**config.mk**
```make
export PLATFORM = sky130hd
export DESIGN_NAME = fifo_rd_packer_flat
export DESIGN_NICKNAME = d
export VERILOG_FILES = /design/src/rtl/fifo_rd_packer_pkg.sv /design/src/rtl/fifo_rd_packer_if.sv /design/src/rtl/fifo_rd_packer_pk_out_reg.sv /design/src/rtl/fifo_rd_packer.sv /design/src/flat_wrapper.sv
export SDC_FILE = /design/constraint.sdc
export NUM_CORES = 1
export LEC_CHECK = 0
export CORE_AREA = 8 8 102 95
export DETAILED_ROUTE_END_ITERATION = 16
export DIE_AREA = 0 0 110 103
export DONT_BUFFER_PORTS = 1
export PLACE_DENSITY = 0.65
export SYNTH_ARGS = -nofsm -noshare
export SYNTH_HDL_FRONTEND = slang
export SYNTH_HIERARCHICAL = 1
export SYNTH_SLANG_ARGS = --single-unit
export TNS_END_PERCENT = 10
```
**constraint.sdc**
```tcl
create_clock -name clk -period 1.8 [get_ports clk]
set_input_delay 0.18 -clock clk [delete_from_list [all_inputs] [get_ports clk]]
set_output_delay 0.18 -clock clk [all_outputs]
set_load 0.02 [all_outputs]
```
**src/rtl/fifo_rd_packer_pkg.sv**
```systemverilog
// Shared types and default widths for the FIFO read packer.
package fifo_rd_packer_pkg;

    localparam int PK_FIFO_WIDTH = 16;
    localparam int PK_CNT_WIDTH  = 16;

    // LOW: waiting for the first half of a pair; HIGH: low half held in lo.
    typedef enum logic [0:0] {
        ST_LOW  = 1'b0,
        ST_HIGH = 1'b1
    } pk_state_e;

endpackage

```
**src/rtl/fifo_rd_packer_if.sv**
```systemverilog
// Packed-word stream: 2*FIFO_WIDTH data with valid/ready and flush-pad flag.
interface fifo_rd_packer_if
    import fifo_rd_packer_pkg::*;
#(
    parameter int FIFO_WIDTH = PK_FIFO_WIDTH
) ();

    logic [2*FIFO_WIDTH-1:0] pk_data;
    logic                    pk_valid;
    logic                    pk_ready;
    logic                    pk_odd;

    modport master (output pk_data, output pk_valid, output pk_odd, input pk_ready);
    modport slave  (input pk_data, input pk_valid, input pk_odd, output pk_ready);

endinterface

```
**src/rtl/fifo_rd_packer_pk_out_reg.sv**
```systemverilog
// Two-half output register; contents held stable while valid && !ready.
module pk_out_reg
    import fifo_rd_packer_pkg::*;
#(
    parameter int FIFO_WIDTH = PK_FIFO_WIDTH
) (
    input  logic                    clk,
    input  logic                    rst_n,
    input  logic                    load,
    input  logic [2*FIFO_WIDTH-1:0] load_data,
    input  logic                    load_odd,
    input  logic                    ready,
    output logic [2*FIFO_WIDTH-1:0] data,
    output logic                    valid,
    output logic                    odd,
    output logic                    fire
);

    assign fire = valid & ready;

    // Load takes priority so a fire and a load in one cycle go back-to-back.
    always_ff @(posedge clk or negedge rst_n) begin
        if (!rst_n) begin
            data  <= '0;
            valid <= 1'b0;
            odd   <= 1'b0;
        end else if (load) begin
            data  <= load_data;
            odd   <= load_odd;
            valid <= 1'b1;
        end else if (fire) begin
            valid <= 1'b0;
        end
    end

endmodule

```
**src/rtl/fifo_rd_packer.sv**
```systemverilog
// Reads FIFO half-words and packs pairs into double-width words, with flush padding.
module fifo_rd_packer
    import fifo_rd_packer_pkg::*;
#(
    parameter int FIFO_WIDTH = PK_FIFO_WIDTH,
    parameter int CNT_WIDTH  = PK_CNT_WIDTH
) (
    input  logic                  clk,
    input  logic                  rst_n,
    input  logic [FIFO_WIDTH-1:0] data_out,
    input  logic                  empty,
    input  logic                  underflow,
    output logic                  rd_en,
    input  logic                  flush,
    fifo_rd_packer_if.master      pk,
    output logic [CNT_WIDTH-1:0]  word_cnt,
    output logic                  err_underflow
);

    pk_state_e               state;
    logic [FIFO_WIDTH-1:0]   lo;
    logic                    lo_valid;
    logic                    inflight;
    logic                    flush_pend;
    logic                    flush_req;
    logic                    flush_go;
    logic                    flush_nop;
    logic                    pair_go;
    logic                    load;
    logic [2*FIFO_WIDTH-1:0] load_data;
    logic                    out_valid;
    logic                    out_fire;
    logic                    out_busy;
    logic [2*FIFO_WIDTH-1:0] out_data;
    logic                    out_odd;
    logic [2:0]              committed;

    assign lo_valid  = (state == ST_HIGH);
    assign out_busy  = out_valid & ~out_fire;
    assign flush_req = flush | flush_pend;

    // A pair loads only when the output register is free or firing. The read
    // gate below keeps at most 3 halves committed, so whenever a high half is
    // captured the output register can take the pair and nothing is dropped.
    assign pair_go   = inflight & lo_valid & ~out_busy;
    assign flush_go  = flush_req & lo_valid & ~inflight & ~out_busy;
    assign flush_nop = flush_req & ~lo_valid & ~inflight;
    assign load      = pair_go | flush_go;
    assign load_data = flush_go ? {{FIFO_WIDTH{1'b0}}, lo} : {data_out, lo};

    // Halves held: lo, the read in flight, and a non-departing output word.
    assign committed = {2'b00, lo_valid} + {2'b00, inflight} + {1'b0, out_busy, 1'b0};

    // Reads also pause while a flush is pending so the padded word only ever
    // holds halves read before the flush request.
    assign rd_en = rst_n & ~empty & ~flush & ~flush_pend & (committed <= 3'd2);

    // Control FSM, in-flight tracking, flush pending, counter and sticky error.
    always_ff @(posedge clk or negedge rst_n) begin
        if (!rst_n) begin
            state         <= ST_LOW;
            lo            <= '0;
            inflight      <= 1'b0;
            flush_pend    <= 1'b0;
            word_cnt      <= '0;
            err_underflow <= 1'b0;
        end else begin
            inflight   <= rd_en;
            flush_pend <= flush_req & ~flush_go & ~flush_nop;
            if (inflight && state == ST_LOW) begin
                lo    <= data_out;
                state <= ST_HIGH;
            end else if (load) begin
                state <= ST_LOW;
            end
            if (out_fire) begin
                word_cnt <= word_cnt + {{(CNT_WIDTH-1){1'b0}}, 1'b1};
            end
            if (inflight && underflow) begin
                err_underflow <= 1'b1;
            end
        end
    end

    pk_out_reg #(
        .FIFO_WIDTH(FIFO_WIDTH)
    ) u_pk_out_reg (
        .clk      (clk),
        .rst_n    (rst_n),
        .load     (load),
        .load_data(load_data),
        .load_odd (flush_go),
        .ready    (pk.pk_ready),
        .data     (out_data),
        .valid    (out_valid),
        .odd      (out_odd),
        .fire     (out_fire)
    );

    assign pk.pk_data  = out_data;
    assign pk.pk_valid = out_valid;
    assign pk.pk_odd   = out_odd;

endmodule

```
**src/flat_wrapper.sv**
```systemverilog
// flat-port wrapper written by rule: the top's interface ports become plain ports
module fifo_rd_packer_flat import fifo_rd_packer_pkg::*;
#(
    parameter int FIFO_WIDTH = PK_FIFO_WIDTH,
    parameter int CNT_WIDTH  = PK_CNT_WIDTH
)
  (clk, rst_n, data_out, empty, underflow, rd_en, flush, word_cnt, err_underflow, pk_pk_data, pk_pk_valid, pk_pk_odd, pk_pk_ready);
  fifo_rd_packer_if #(.FIFO_WIDTH(FIFO_WIDTH)) pk_i ();
  input  logic clk;
  input  logic rst_n;
  input  logic [FIFO_WIDTH-1:0] data_out;
  input  logic empty;
  input  logic underflow;
  output logic rd_en;
  input  logic flush;
  output logic [CNT_WIDTH-1:0] word_cnt;
  output logic err_underflow;
  output wire logic [$bits(pk_i.pk_data)-1:0] pk_pk_data;
  output wire logic [$bits(pk_i.pk_valid)-1:0] pk_pk_valid;
  output wire logic [$bits(pk_i.pk_odd)-1:0] pk_pk_odd;
  input wire logic [$bits(pk_i.pk_ready)-1:0] pk_pk_ready;
  assign pk_pk_data = pk_i.pk_data;
  assign pk_pk_valid = pk_i.pk_valid;
  assign pk_pk_odd = pk_i.pk_odd;
  assign pk_i.pk_ready = pk_pk_ready;
  fifo_rd_packer #(.FIFO_WIDTH(FIFO_WIDTH), .CNT_WIDTH(CNT_WIDTH)) u_core (.clk(clk), .rst_n(rst_n), .data_out(data_out), .empty(empty), .underflow(underflow), .rd_en(rd_en), .flush(flush), .pk(pk_i), .word_cnt(word_cnt), .err_underflow(err_underflow));
endmodule
```
==> results.md <==
* Min cycle time layout at 2.03 ns
* Net switching fraction of the power at 35.2%
* Root buffer selected by CTS: clkbuf_8
* Vias in the first global route at between 1500 and 2000
* Via count at around 1700
* CTS sink cnt at 70
* Power density of the placed cells at 1700 nW/um^2
* Vert. Die Dim at 103 um
* Crit path DAT at between 1.5 and 2 ns
* Type of the worst setup path: flip-flop to primary output
* Startpoint Class: flip-flop
* Total number of H-tree levels at 3
* Proportion of power drawn by the clock network at 19.7%
* RSZ-0062 raised after global routing: true
* Final layout net count at 269
* Total setup violations reported at the end of the flow at 5
* Crit path setup slack, layout at -0.230 ns
* LEAKAGE at 1.67 nW
* GRT Resource Usage Total at 11.7%
* Status: finished, violations left
* Register containing the most flip-flops in the final layout: u_core/u_pk_out_reg/data
* Seq pwr share at 50.9%
* Detail-routed net length per standard cell at 18.0 um
* Number of hold violations in the final report at 70
* Highest clock frequency the design can meet at approximately 0.49 GHz
* Initial standard-cell utilization of the core at 39.1%
* Via count normalized by instance count at 4.89
* Post-Place Setup Slack at -0.000293 ns
* Post-route total power at 0.00630 W
* Fraction of layout cells with a size suffix above 1 at 38.6%
* Number of cell rows at 31
* Worst Reg2Reg Path Length in Cells at 7
* Wire length of the first global-routing pass at 9.99 mm
* Antenna violation net count after detailed routing at 0
* Post-Route Utilization at 47.1%
* Flip-flop count of the largest register, all copies and words added at 32
* Registers with the most flip-flops: u_core/u_pk_out_reg/data: 32 flops, u_core/lo: 16 flops, u_core/word_cnt: 16 flops
* Total clock buffers created by CTS at 9
* Kind of end point of the critical path: primary output
* Slew HR at 74.4%
* Growth of design area from synthesis to finish at 20.4%
* Horizontal extent of the die at roughly 110 um
* Antenna cell count at 0
* Power share of the combinational group at 29.4%
* DIE AREA at 11300 um^2
* Pre-Repair DR Iteration Count at 4
* Source-to-sink clock delay at the later pin of the worst-skew pair at 0.33 ns
* Post-Synth XOR/XNOR Area at 4.27%
* Maximum fanout along the worst path at 2
* FILL cells at just under 700
* Classification of the worst-slack hold path: input pin to asynchronous set/reset pin
* Yosys warnings at 6
* Mean post-synth cell area at 15.0 um^2
* Number of port buffers at 0
* WP data required at 1.62 ns
* Synthesized net count at 232
* Core Footprint at 7870 um^2
* Number of antenna violations at the first check in global routing at 0
* Instance count of the mapped netlist at roughly 210
* Pin slew with the least headroom to its limit at 0.384 ns
* Net Sw Power at 0.00222 W
* Count of distinct cell types in the synthesized netlist at 28
* TritonCTS clock tree: yes
* Pin count of the biggest net entering global routing at a little over 70
* Total Wirelength at approximately 6.2 mm
* Number of DRC violations after detailed routing at 0
* Adder-cell area share of the yosys netlist at slightly above 2%
* Post-route worst hold slack at -0.465 ns
* Number of buffers between clock root and the deepest sink at 2
* Number of DRC violations after detailed-routing iteration 0 at 26
* Worst Clk Skew at 0.0101 ns
* Final period utilization at 113%
* Post-CTS Hold Fix Bufs at 18
* Main combinational cell family by area after synthesis: multiplexers
* Post-synthesis mux area share at 21.8%
* Total I/O pin count at 74
* Sum Neg Setup Slack at -0.275 ns
* Final weighted congestion of routability-driven global placement at 0.696
* Internal Pwr Total at 0.00408 W
* Post-synthesis compound-gate area fraction at approximately 1.3%
* Post-synthesis instance area at 3080 um^2
* Violations in the final reports: hold timing, setup timing
* Basic-gate share of the synthesized area counting and, or, nand and nor cells at 10.2%
* Clk pin slew, worst setup/hold paths at 0.07 ns
* Max Slew Vio Count at 0
* Count of max-cap constraint violations at 0
* Total global routing overflow at 0
* Flip-flop and latch count after synthesis at 70
* VDD IR max at ~0.75 mV
* Post-detail-place hpwl at 4.27 mm
* Sequential element share of the synthesized area at 56.9%
==> cells by family after synthesis <==
group,after synthesis
multiplexers,50
buffers and inverters,13
AND/OR/NAND/NOR,46
flip-flops,70
adder cells (fa/ha/maj),5
XOR/XNOR,15
AO/OA/AOI/OAI,6
==> stage by stage <==
step	hold WS [ns]	area, um^2	instances
finish	-0.465	3710	345
CTS	-0.496	3710	345
detailed placement	-0.114	3320	311
global route	-0.499	3710	345
floorplan	-0.116	3130	205
global placement	-0.114	3320	311
==> routing by layer <==
layer  global-route usage [%]  part of all wire, %  vias up
li1                         -                    -      778
met2                     18.6                   47       57
met1                     13.4                   41      843
met4                     4.46                  1.4        0
met3                     5.44                   10       10
met5                        0                    0        -
==> Yosys cell counts (all sizes together) <==
| cell | count | area (um^2) |
|---|---|---|
| xor2 | 8 | 70.1 |
| nor4bb | 1 | 10.0 |
| dfrtp | 70 | 1750 |
| a31oi | 1 | 6.26 |
| nor3 | 3 | 30.0 |
| nor4 | 2 | 33.8 |
| nor2 | 5 | 18.8 |
| nand4 | 5 | 46.3 |
| a21oi | 1 | 5.00 |
| a21o | 3 | 22.5 |
| nand2 | 7 | 26.3 |
| inv | 6 | 22.5 |
| and2 | 2 | 12.5 |
| clkbuf | 1 | 3.75 |
| nor2b | 17 | 106 |
| nand3 | 1 | 5.00 |
| xnor2 | 7 | 61.3 |
| and4 | 2 | 17.5 |
| mux2 | 50 | 672 |
| o21bai | 1 | 7.51 |
| and3 | 1 | 6.26 |
| ha | 5 | 62.6 |
| buf | 6 | 81.3 |
==> layout make-up <==
type,count,area (um^2),share of cell area [%]
Clock inverter,5,60.1,1.62
Multi-Input combinational cell,122,1270,34.4
Clock buffer,10,138,3.71
Timing Repair Buffer,33,334,9.01
Tap cell,99,124,3.34
Inverter,6,22.5,0.608
Sequential cell,70,1750,47.3
==> what timing repair did <==
item | 4_1_cts | 5_1_grt
endpoints found under the setup margin | 1 | 34
pin swaps | 1 | 0
hold endpoints to repair | 88 | 70
resized for setup | 2 | 0
setup buffers | 1 | 0
==> placed cells by master, fill, tap and decap left out, drive strengths merged, types with 5 or more instances in the layout <==
cell type	instances
buf	15
clkbuf	10
dfrtp	70
dlygate4sd3	18
ha	5
inv	6
mux2	50
nand2	7
nand4	5
nor2	5
nor2b	17
xnor2	7
xor2	8
==> worst max-delay path, stage by stage (launching register included) <==
cell,delay (ns)
dfrtp_2,0.40
and2_4,0.15
nor2b_4,0.12
inv_2,0.06
ha_4,0.27
a31oi_4,0.08
nor4bb_4,0.26
buf_4,0.19
==> power by group through the flow <==
stage	clock, W	sequential (W)	combinational (W)
finish	0.00124	0.00321	0.00186
global placement	0	0.00324	0.00175
global route	0.00135	0.00332	0.00201
detailed placement	0	0.00326	0.00184
floorplan	0	0.00315	0.00149
CTS	0.00130	0.00324	0.00189
==> worst paths after layout <==
path	slack, ns	start	endpoint
worst min-delay path	-0.46	rst_n	u_core/word_cnt[9]
max in group asynchronous	2.14	rst_n	u_core/u_pk_out_reg/data[15]
worst max-delay path	-0.23	u_core/u_pk_out_reg/valid	rd_en
worst min register to register	0.51	u_core/lo[10]	u_core/u_pk_out_reg/data[10]
worst max register to register	-0.01	u_core/u_pk_out_reg/valid	u_core/u_pk_out_reg/data[29]
min in group clk	0.06	empty	u_core/inflight
No activity file was read; power rests on OpenSTA's default activity.
